<file path="src/rtl/serial_sub_arbiter_if.sv">
// Signal bundle for the two-requester serial subtractor: requests and operands in,
// grants, status and the registered result out.
interface serial_sub_arbiter_if #(
  parameter int WIDTH = 8
);
  logic             req0;
  logic             req1;
  logic [WIDTH-1:0] a0;
  logic [WIDTH-1:0] b0;
  logic [WIDTH-1:0] a1;
  logic [WIDTH-1:0] b1;
  logic             gnt0;
  logic             gnt1;
  logic             busy;
  logic             done;
  logic             done_id;
  logic [WIDTH-1:0] diff;
  logic             borrow;

  modport master (
    output req0, req1, a0, b0, a1, b1,
    input  gnt0, gnt1, busy, done, done_id, diff, borrow
  );

  modport slave (
    input  req0, req1, a0, b0, a1, b1,
    output gnt0, gnt1, busy, done, done_id, diff, borrow
  );
endinterface

</file>
<file path="src/rtl/serial_sub_arbiter.sv">
// Round-robin arbiter in front of a bit-serial (LSB-first) subtractor shared by two
// requesters; one WIDTH-cycle subtraction per grant, result held until the next one.
module serial_sub_arbiter #(
  parameter int WIDTH = 8
) (
  input  logic                clk,
  input  logic                rst_n,
  serial_sub_arbiter_if.slave bus
);

  localparam int CW = $clog2(WIDTH);

  if (WIDTH < 2 || WIDTH > 32) begin : g_bad_width
    $error("serial_sub_arbiter: WIDTH must be in 2..32");
  end

  typedef enum logic [1:0] {
    S_IDLE  = 2'd0,
    S_SHIFT = 2'd1,
    S_DONE  = 2'd2
  } state_e;

  // Two cascaded half subtractors: {borrow_out, difference}.
  function automatic logic [1:0] sub_bit(input logic a, input logic b, input logic bin);
    logic hd;
    logic hb;
    hd = a ^ b;
    hb = ~a & b;
    return {hb | (~hd & bin), hd ^ bin};
  endfunction

  state_e           state_q, state_d;
  logic [CW-1:0]    cnt_q, cnt_d;
  logic             prio_q, prio_d;
  logic             owner_q, owner_d;
  logic             bor_q, bor_d;
  logic [WIDTH-1:0] diff_q, diff_d;
  logic             borrow_q, borrow_d;
  logic             done_id_q, done_id_d;
  logic [WIDTH-1:0] a_sr_q, a_sr_d;
  logic [WIDTH-1:0] b_sr_q, b_sr_d;
  logic [WIDTH-2:0] res_q, res_d;

  logic             any_req;
  logic             win;
  logic             last_bit;
  logic [1:0]       sb;
  logic [WIDTH-1:0] res_cat;

  logic             gnt0_o, gnt1_o, busy_o, done_o;

  assign any_req  = bus.req0 | bus.req1;
  // Tie goes to the pointer; a lone request wins outright.
  assign win      = (bus.req0 && bus.req1) ? prio_q : bus.req1;
  assign last_bit = (cnt_q == CW'(WIDTH - 1));
  assign sb       = sub_bit(a_sr_q[0], b_sr_q[0], bor_q);
  assign res_cat  = {sb[0], res_q};

  always_ff @(posedge clk or negedge rst_n) begin : state_reg
    if (!rst_n) begin
      state_q <= S_IDLE;
    end else begin
      state_q <= state_d;
    end
  end

  always_comb begin : next_state
    state_d = state_q;
    unique case (state_q)
      S_IDLE:  if (any_req)  state_d = S_SHIFT;
      S_SHIFT: if (last_bit) state_d = S_DONE;
      S_DONE:  state_d = S_IDLE;
      default: state_d = S_IDLE;
    endcase
  end

  always_comb begin : outputs
    gnt0_o = 1'b0;
    gnt1_o = 1'b0;
    busy_o = (state_q != S_IDLE);
    done_o = (state_q == S_DONE);
    if (state_q == S_SHIFT && cnt_q == '0) begin
      gnt0_o = ~owner_q;
      gnt1_o = owner_q;
    end
  end

  always_comb begin : datapath_next
    cnt_d     = cnt_q;
    prio_d    = prio_q;
    owner_d   = owner_q;
    bor_d     = bor_q;
    diff_d    = diff_q;
    borrow_d  = borrow_q;
    done_id_d = done_id_q;
    a_sr_d    = a_sr_q;
    b_sr_d    = b_sr_q;
    res_d     = res_q;
    if (state_q == S_IDLE && any_req) begin
      a_sr_d  = win ? bus.a1 : bus.a0;
      b_sr_d  = win ? bus.b1 : bus.b0;
      bor_d   = 1'b0;
      cnt_d   = '0;
      owner_d = win;
      prio_d  = ~win;
    end else if (state_q == S_SHIFT) begin
      a_sr_d = a_sr_q >> 1;
      b_sr_d = b_sr_q >> 1;
      res_d  = res_cat[WIDTH-1:1];
      bor_d  = sb[1];
      cnt_d  = cnt_q + CW'(1);
      // The final bit goes straight into diff, so the shift register is one bit short.
      if (last_bit) begin
        diff_d    = res_cat;
        borrow_d  = sb[1];
        done_id_d = owner_q;
      end
    end
  end

  always_ff @(posedge clk or negedge rst_n) begin : ctrl_regs
    if (!rst_n) begin
      cnt_q     <= '0;
      prio_q    <= 1'b0;
      owner_q   <= 1'b0;
      bor_q     <= 1'b0;
      diff_q    <= '0;
      borrow_q  <= 1'b0;
      done_id_q <= 1'b0;
    end else begin
      cnt_q     <= cnt_d;
      prio_q    <= prio_d;
      owner_q   <= owner_d;
      bor_q     <= bor_d;
      diff_q    <= diff_d;
      borrow_q  <= borrow_d;
      done_id_q <= done_id_d;
    end
  end

  always_ff @(posedge clk) begin : data_regs
    a_sr_q <= a_sr_d;
    b_sr_q <= b_sr_d;
    res_q  <= res_d;
  end

  assign bus.gnt0    = gnt0_o;
  assign bus.gnt1    = gnt1_o;
  assign bus.busy    = busy_o;
  assign bus.done    = done_o;
  assign bus.done_id = done_id_q;
  assign bus.diff    = diff_q;
  assign bus.borrow  = borrow_q;

endmodule

</file>
<file path="src/flat_wrapper.sv">
// flat-port wrapper written by rule: the top's interface ports become plain ports
module serial_sub_arbiter_flat 
#(
  parameter int WIDTH = 8
)
  (clk, rst_n, bus_req0, bus_req1, bus_a0, bus_b0, bus_a1, bus_b1, bus_gnt0, bus_gnt1, bus_busy, bus_done, bus_done_id, bus_diff, bus_borrow);
  serial_sub_arbiter_if #(.WIDTH(WIDTH)) bus_i ();
  input  logic clk;
  input  logic rst_n;
  input wire logic [$bits(bus_i.req0)-1:0] bus_req0;
  input wire logic [$bits(bus_i.req1)-1:0] bus_req1;
  input wire logic [$bits(bus_i.a0)-1:0] bus_a0;
  input wire logic [$bits(bus_i.b0)-1:0] bus_b0;
  input wire logic [$bits(bus_i.a1)-1:0] bus_a1;
  input wire logic [$bits(bus_i.b1)-1:0] bus_b1;
  output wire logic [$bits(bus_i.gnt0)-1:0] bus_gnt0;
  output wire logic [$bits(bus_i.gnt1)-1:0] bus_gnt1;
  output wire logic [$bits(bus_i.busy)-1:0] bus_busy;
  output wire logic [$bits(bus_i.done)-1:0] bus_done;
  output wire logic [$bits(bus_i.done_id)-1:0] bus_done_id;
  output wire logic [$bits(bus_i.diff)-1:0] bus_diff;
  output wire logic [$bits(bus_i.borrow)-1:0] bus_borrow;
  assign bus_i.req0 = bus_req0;
  assign bus_i.req1 = bus_req1;
  assign bus_i.a0 = bus_a0;
  assign bus_i.b0 = bus_b0;
  assign bus_i.a1 = bus_a1;
  assign bus_i.b1 = bus_b1;
  assign bus_gnt0 = bus_i.gnt0;
  assign bus_gnt1 = bus_i.gnt1;
  assign bus_busy = bus_i.busy;
  assign bus_done = bus_i.done;
  assign bus_done_id = bus_i.done_id;
  assign bus_diff = bus_i.diff;
  assign bus_borrow = bus_i.borrow;
  serial_sub_arbiter #(.WIDTH(WIDTH)) u_core (.clk(clk), .rst_n(rst_n), .bus(bus_i));
endmodule
</file>
<file path="config.mk">
export PLATFORM = sky130hd
export DESIGN_NAME = serial_sub_arbiter_flat
export DESIGN_NICKNAME = d
export VERILOG_FILES = /design/src/rtl/serial_sub_arbiter_if.sv /design/src/rtl/serial_sub_arbiter.sv /design/src/flat_wrapper.sv
export SDC_FILE = /design/constraint.sdc
export NUM_CORES = 1
export LEC_CHECK = 0
export CAP_MARGIN = 25
export CORE_MARGIN = 2
export CORE_UTILIZATION = 40
export DETAILED_ROUTE_END_ITERATION = 10
export GPL_ROUTABILITY_DRIVEN = 0
export PLACE_DENSITY = 0.64
export SYNTH_ARGS = -nofsm -noshare
export SYNTH_HDL_FRONTEND = slang
export SYNTH_SLANG_ARGS = --single-unit
</file>
<file path="constraint.sdc">
create_clock -name clk -period 3.08 [get_ports clk]
set_input_delay 0.616 -clock clk [delete_from_list [all_inputs] [get_ports clk]]
set_output_delay 0.616 -clock clk [all_outputs]
set_load 0.03 [all_outputs]
</file>
==> flow_summary.yaml, run 1 <==
outcome:
  status: "finished, final reports clean"
floorplan:
  ios: 50
  fp.dieH_um: 71.4
  die_x_um: 71.4
  row_count: 24
  core_area_um2: 4350
  die-area_um2: 5100
  initial_utilization_pct: 41.7
clock_tree:
  cts_tree: "built"
  postCtsSetupBuffers: 0
  cts-hold-fix-buffers: 0
  cts_buffers: 5
  clkTransAtPathRegs_ns: 0.08
  clock_latency_ns: 0.29
  cts_sinks: 41
  cts.path.max_buffers: 2
  cts_root_buffer: "clkbuf_8"
  ctsHtreeMaxLevel: 2
  ctsResizeCount: 0
synth:
  syn_inst: 126
  yosysSeqAreaShare_pct: 62.8
  ys_ff_latch: 41
  ys_types: 29
  ys_warn_count: 0
  synth_area_per_cell_um2: 14.4
  synth_area_um2: 1820
  syn_nets: 166
final_layout:
  layout-drive-gt1-share_pct: 18.4
  syn2layout_area_growth_pct: 35.8
  nNetsFinal: 218
  fill_cells: 363
  diodes: 0
timing:
  worst_pin_slew_ns: 0.822
  finalHoldViolCount: 0
  timing.fmax_mhz: 387
  fin_crit_sh_pct: 83.9
  skew_ns: 0.00630
  post-route-min-period_ns: 2.58
  tns_ns: 0
  timing.final.max_slew_violations: 0
  rsz0062_at_grt: "false"
  finalSetupViolCount: 0
  max_slew_margin_pct: 45.0
detailed_routing:
  routedWlPerCell_um: 15.5
  drt_iter0_markers: 82
  drtPass1Iterations: 4
  routed-via-count: 1249
  postRouteAntennaNets: 0
  vias_per_cell: 5.41
  drc: 0
  drt_wl_total_um: 3590
worst_setup_path:
  reg2reg_from: "u_core.cnt_q[0]"
  reg2reg_to: "u_core.bus.diff[4]"
  start_kind: "register"
  cp-end-kind: "output port"
  critPathMaxFanout: 7
  r2r_cells: 4
  cp.required_ns: 2.46
  worstSetupPathType: "register to output port"
  r2r_setup_slack_ns: 1.35
  arrival_ns: 1.97
global_routing:
  grt_max_degree: 19
  grt_pass1_wl_um: 6240
  grt.busiest_layer: "met2"
  overflow: 0
  grt_use_met1_pct: 19.1
  grt_util_all_layers_pct: 15.8
  global_route.usage.met2_pct: 27.0
  antenna_found_initial: 0
  grt_pass1_vias: 1369
  grtUsageMet3_pct: 5.06
hold_path:
  min_to: "u_core.res_q[0]"
  hold_start: "u_core.res_q[1]"
  hold_path.class: "register to register"
  hold_depth: 0
power:
  power.density_nw_per_um2: 1040
  total_power_mw: 2.56
  ir_drop_mv: 0.393
  power.leakage_nw: 1.00
place:
  io_buffers: 49
  dp_hpwl_um: 2650
flow_run:
  cap_violations: 0
[cell usage in the layout, fill, tap and decap left out]
master and n:
and3_1 2, clkbuf_16 1, nand3b_1 1, fa_1 1, mux2_2 9, clkinv_2 1, a21o_1 1, nor2_2 1
dfrtp_1 18, and2b_2 1, o22ai_1 1, and4b_1 1, bufinv_16 1, a22o_2 2, clkdlybuf4s50_1 49, nand2b_1 2
edfxtp_1 23, o21ai_1 1, nor2_1 2, a221o_2 7, inv_2 1, clkbuf_8 5, o31ai_1 1, a21o_2 1
inv_1 6, a221o_1 7, nand2_1 7, buf_4 3, o21a_1 14, nor4b_1 1, o21ai_0 5, ha_1 3
[cell usage after synthesis (all sizes together)]
cell type  instances  area [um^2]
o21ai              6         30.0
o21a              14          105
and2b              1         8.76
buf                7         56.3
edfxtp            23          691
a221o             14          149
inv                7         26.3
nor2               3         13.8
nand2              7         26.3
ha                 3         37.5
nand3b             1         7.51
mux2               9          101
dfrtp             18          450
a21o               2         16.3
nor4b              1         8.76
and4b              1         10.0
fa                 1         20.0
o22ai              1         6.26
o31ai              1         7.51
nand2b             2         12.5
and3               2         12.5
a22o               2         20.0
[where the power goes]
part / internal (mW) / total [mW] / switching (mW)
Clock: 0.289 / 0.472 / 0.183
Sequential: 0.944 / 1.07 / 0.124
Combinational: 0.486 / 1.02 / 0.530
Total: 1.72 / 2.56 / 0.838
[flip-flops by register name (all words and copies together), names as in the netlist]
name                cells
u_core.bus.diff         8
u_core.owner_q          1
u_core.bus.borrow       1
u_core.res_q            7
u_core.bus.done_id      1
u_core.b_sr_q           8
u_core.state_q          2
u_core.prio_q           1
u_core.cnt_q            3
u_core.bor_q            1
u_core.a_sr_q           8
[metrics by stage]
| step | std cells | hold WS (ns) | utilization, % | area [um^2] | setup slack (ns) |
|---|---|---|---|---|---|
| 4_1_cts | 231 | 0.455 | 56.7 | 2470 | 0.480 |
| 6_report | 231 | 0.456 | 56.7 | 2470 | 0.496 |
| 5_1_grt | 231 | 0.466 | 56.7 | 2470 | 0.301 |
| 3_5_place_dp | 223 | 0.442 | 53.7 | 2340 | 0.751 |
| 2_1_floorplan | 126 | 0.320 | - | 1820 | 0.571 |
| 3_3_place_gp | 223 | 0.430 | 53.7 | 2340 | 0.805 |
[final cells by class]
| type | count | area, um^2 | area share [%] |
|---|---|---|---|
| inverters | 7 | 26.3 | 1.06 |
| flip-flops and latches | 41 | 1140 | 46.2 |
| clock buffers | 6 | 93.8 | 3.80 |
| multi-input cells | 71 | 593 | 24.0 |
| repair buffers | 52 | 513 | 20.8 |
| well taps | 52 | 65.1 | 2.64 |
| clock inverters | 2 | 35.0 | 1.42 |
[metal layers]
layer	vias to the layer above	wire length (um)
met3	5	253
met5	-	0
met1	613	1580
met2	48	1710
met4	0	44
li1	583	-
[worst max-delay path by stage]
stage | startpoint | to | slack [ns] | cells past startpoint
floorplan | u_core.state_q[0] | u_core.a_sr_q[0] | 0.57 | 4
global placement | bus_req0 | u_core.a_sr_q[2] | 0.81 | 4
detailed placement | bus_req0 | u_core.a_sr_q[2] | 0.75 | 4
CTS | u_core.state_q[1] | bus_gnt0 | 0.48 | 3
global route | u_core.state_q[1] | bus_gnt0 | 0.30 | 3
finish | u_core.state_q[1] | bus_gnt0 | 0.50 | 3
[cells by family after synthesis]
group,Yosys count,synth area share (%)
fa+ha+maj,4,3.17
flops,41,62.8
simple gates,18,5.51
compound gates,40,18.4
mux,9,5.58
buf+inv,14,4.54
[worst max-delay path, cell delays in order, from the launching register on]
cell and delay [ns]:
dfrtp_1 0.41, nand2b_1 0.26, nor4b_1 0.29, clkdlybuf4s50_1 0.72
(Power assumes the default switching activity.)
==> inputs of run 2 (changes only) <==
==> constraint.sdc (replaced) <==
create_clock -name clk -period 2.4 [get_ports clk]
set_input_delay 0.48 -clock clk [delete_from_list [all_inputs] [get_ports clk]]
set_output_delay 0.48 -clock clk [all_outputs]
set_load 0.03 [all_outputs]
==> run 2 against run 1 <==
Net effect: first-iteration DRC count decreased by 2.4%; critical endpoint is now bus_busy; final area increased by 0.71%; setup slack got worse by 0.31 ns.
==> flow_summary.yaml, run 2 (synthesis results as in run 1) <==
floorplan:
  die-area_um2: 5100
  fp.dieH_um: 71.4
  core_area_um2: 4350
  die_x_um: 71.4
  row_count: 24
  ios: 50
  initial_utilization_pct: 41.7
worst_setup_path:
  arrival_ns: 1.74
  critPathMaxFanout: 17
  crit_path_top_delay_cell: "clkdlybuf4s50_1"
  crit_path_cell_trace: "nor2_2 > inv_2 > clkdlybuf4s50_1"
  start_kind: "register"
  cp-end-kind: "output port"
  cp_top_family: "buffers and inverters"
  slowest_delay_ns: 0.73
  worstSetupPathType: "register to output port"
  critPathBufInv: 2
  cp.required_ns: 1.92
detailed_routing:
  postRouteAntennaNets: 0
  routed-via-count: 1243
  routedWlPerCell_um: 15.6
  drt_wl_total_um: 3630
  drt_iter0_markers: 80
  drtPass1Iterations: 4
  vias_per_cell: 5.33
  drc: 0
timing:
  worst_pin_slew_ns: 0.650
  timing.final.max_slew_violations: 0
  setup_slack_ns: 0.185
  post-route-min-period_ns: 2.22
  tns_ns: 0
  holdWs_ns: 0.448
  timing.fmax_mhz: 451
  fin_crit_sh_pct: 92.3
  skew_ns: 0.00630
  finalSetupViolCount: 0
  rsz0062_at_grt: "false"
  max_slew_margin_pct: 56.7
  finalHoldViolCount: 0
final_layout:
  seqCellArea_um2: 1140
  final_area_um2: 2480
  final_core_util_pct: 57.1
  layout-drive-gt1-share_pct: 19.3
  finalNonFillerCells: 233
  fill_cells: 363
  multi_input_area_um2: 593
  diodes: 0
  syn2layout_area_growth_pct: 36.8
  nNetsFinal: 220
  final_common_cell: "clkdlybuf4s50_1"
  final_cell_mix: "clkdlybuf4s50_1, edfxtp_1, dfrtp_1, o21a_1, mux2_2"
global_routing:
  grt_max_degree: 19
  global_route.usage.met2_pct: 27.5
  grt_use_met1_pct: 18.5
  overflow: 0
  grt_pass1_wl_um: 6210
  antenna_found_initial: 0
  grtUsageMet3_pct: 4.78
  grt_pass1_vias: 1363
  grt.busiest_layer: "met2"
  grt_util_all_layers_pct: 16.0
power:
  clkPwrFrac_pct: 19.3
  ir_drop_mv: 0.440
  power_frac_seq_pct: 41.3
  internal_power_mw: 2.25
  total_power_mw: 3.32
  power.leakage_nw: 1.02
  power.density_nw_per_um2: 1340
  comb_power_share_pct: 39.4
  switchingPower_mw: 1.07
  switching_share_pct: 32.4
place:
  pre_cts_slack_ns: 0.210
  io_buffers: 49
  dp.cells: 225
  dp_hpwl_um: 2710
  place_area_um2: 2350
clock_tree:
  clock_latency_ns: 0.29
  ctsHtreeMaxLevel: 2
  cts_sinks: 41
  cts.path.max_buffers: 2
  cts-hold-fix-buffers: 0
  cts_buffers: 5
  cts_tree: "built"
  clkTransAtPathRegs_ns: 0.07
  cts_root_buffer: "clkbuf_8"
  ctsResizeCount: 2
  postCtsSetupBuffers: 0
flow_run:
  cap_violations: 0
outcome:
  status: "finished, final reports clean"
hold_path:
  hold_path.class: "register to register"
[run 2: cell count changes in the layout (fill, tap and decap cells not counted)]
| cell | before | now |
|---|---|---|
| buf_4 | 3 | 5 |
| clkdlybuf4s50_1 | 49 | 47 |
| dlygate4sd2_1 | 0 | 2 |
| bufinv_16 | 1 | 2 |
| clkbuf_16 | 1 | 0 |
[run 2: path summary, 6_finish.rpt]
path,startpoint,endpoint,slack (ns),depth (start not counted)
worst max-delay path,u_core.state_q[0],bus_busy,0.18,3
worst min-delay path,u_core.res_q[6],u_core.res_q[5],0.45,0
worst min register to register,u_core.res_q[6],u_core.res_q[5],0.45,0
max in group asynchronous,rst_n,u_core.bus.diff[7],1.68,2
min in group asynchronous,rst_n,u_core.bus.diff[0],0.52,2
worst max register to register,u_core.cnt_q[0],u_core.bus.diff[6],0.65,4
[run 2: cell type report]
cell class | count | share of cell area, %
multi-input combinational | 71 | 23.9
timing repair buffer | 54 | 21.1
clock buffer | 5 | 2.77
tap | 52 | 2.62
inverter | 7 | 1.06
clock inverter | 3 | 2.62
sequential | 41 | 45.9
[run 2: metal layers]
metal / part of all wire, % / vias up
met1: 44 / 612
met3: 5.8 / 4
li1: - / 585
met5: 0 / -
met4: 1.1 / 0
met2: 49 / 42
[run 2: power by group through the flow]
stage / clock network (mW) / logic (mW) / registers, mW
finish: 0.642 / 1.31 / 1.37
global route: 0.692 / 1.44 / 1.41
CTS: 0.660 / 1.33 / 1.38
detailed placement: 0 / 1.33 / 1.39
global placement: 0 / 1.27 / 1.37
floorplan: 0 / 0.730 / 1.51
[run 2: worst reg2reg max path, stage by stage, from the launching register on]
cell and delay (ns):
dfrtp_1 0.40, ha_1 0.20, ha_1 0.19, nand3b_1 0.44
mux2_2 0.40
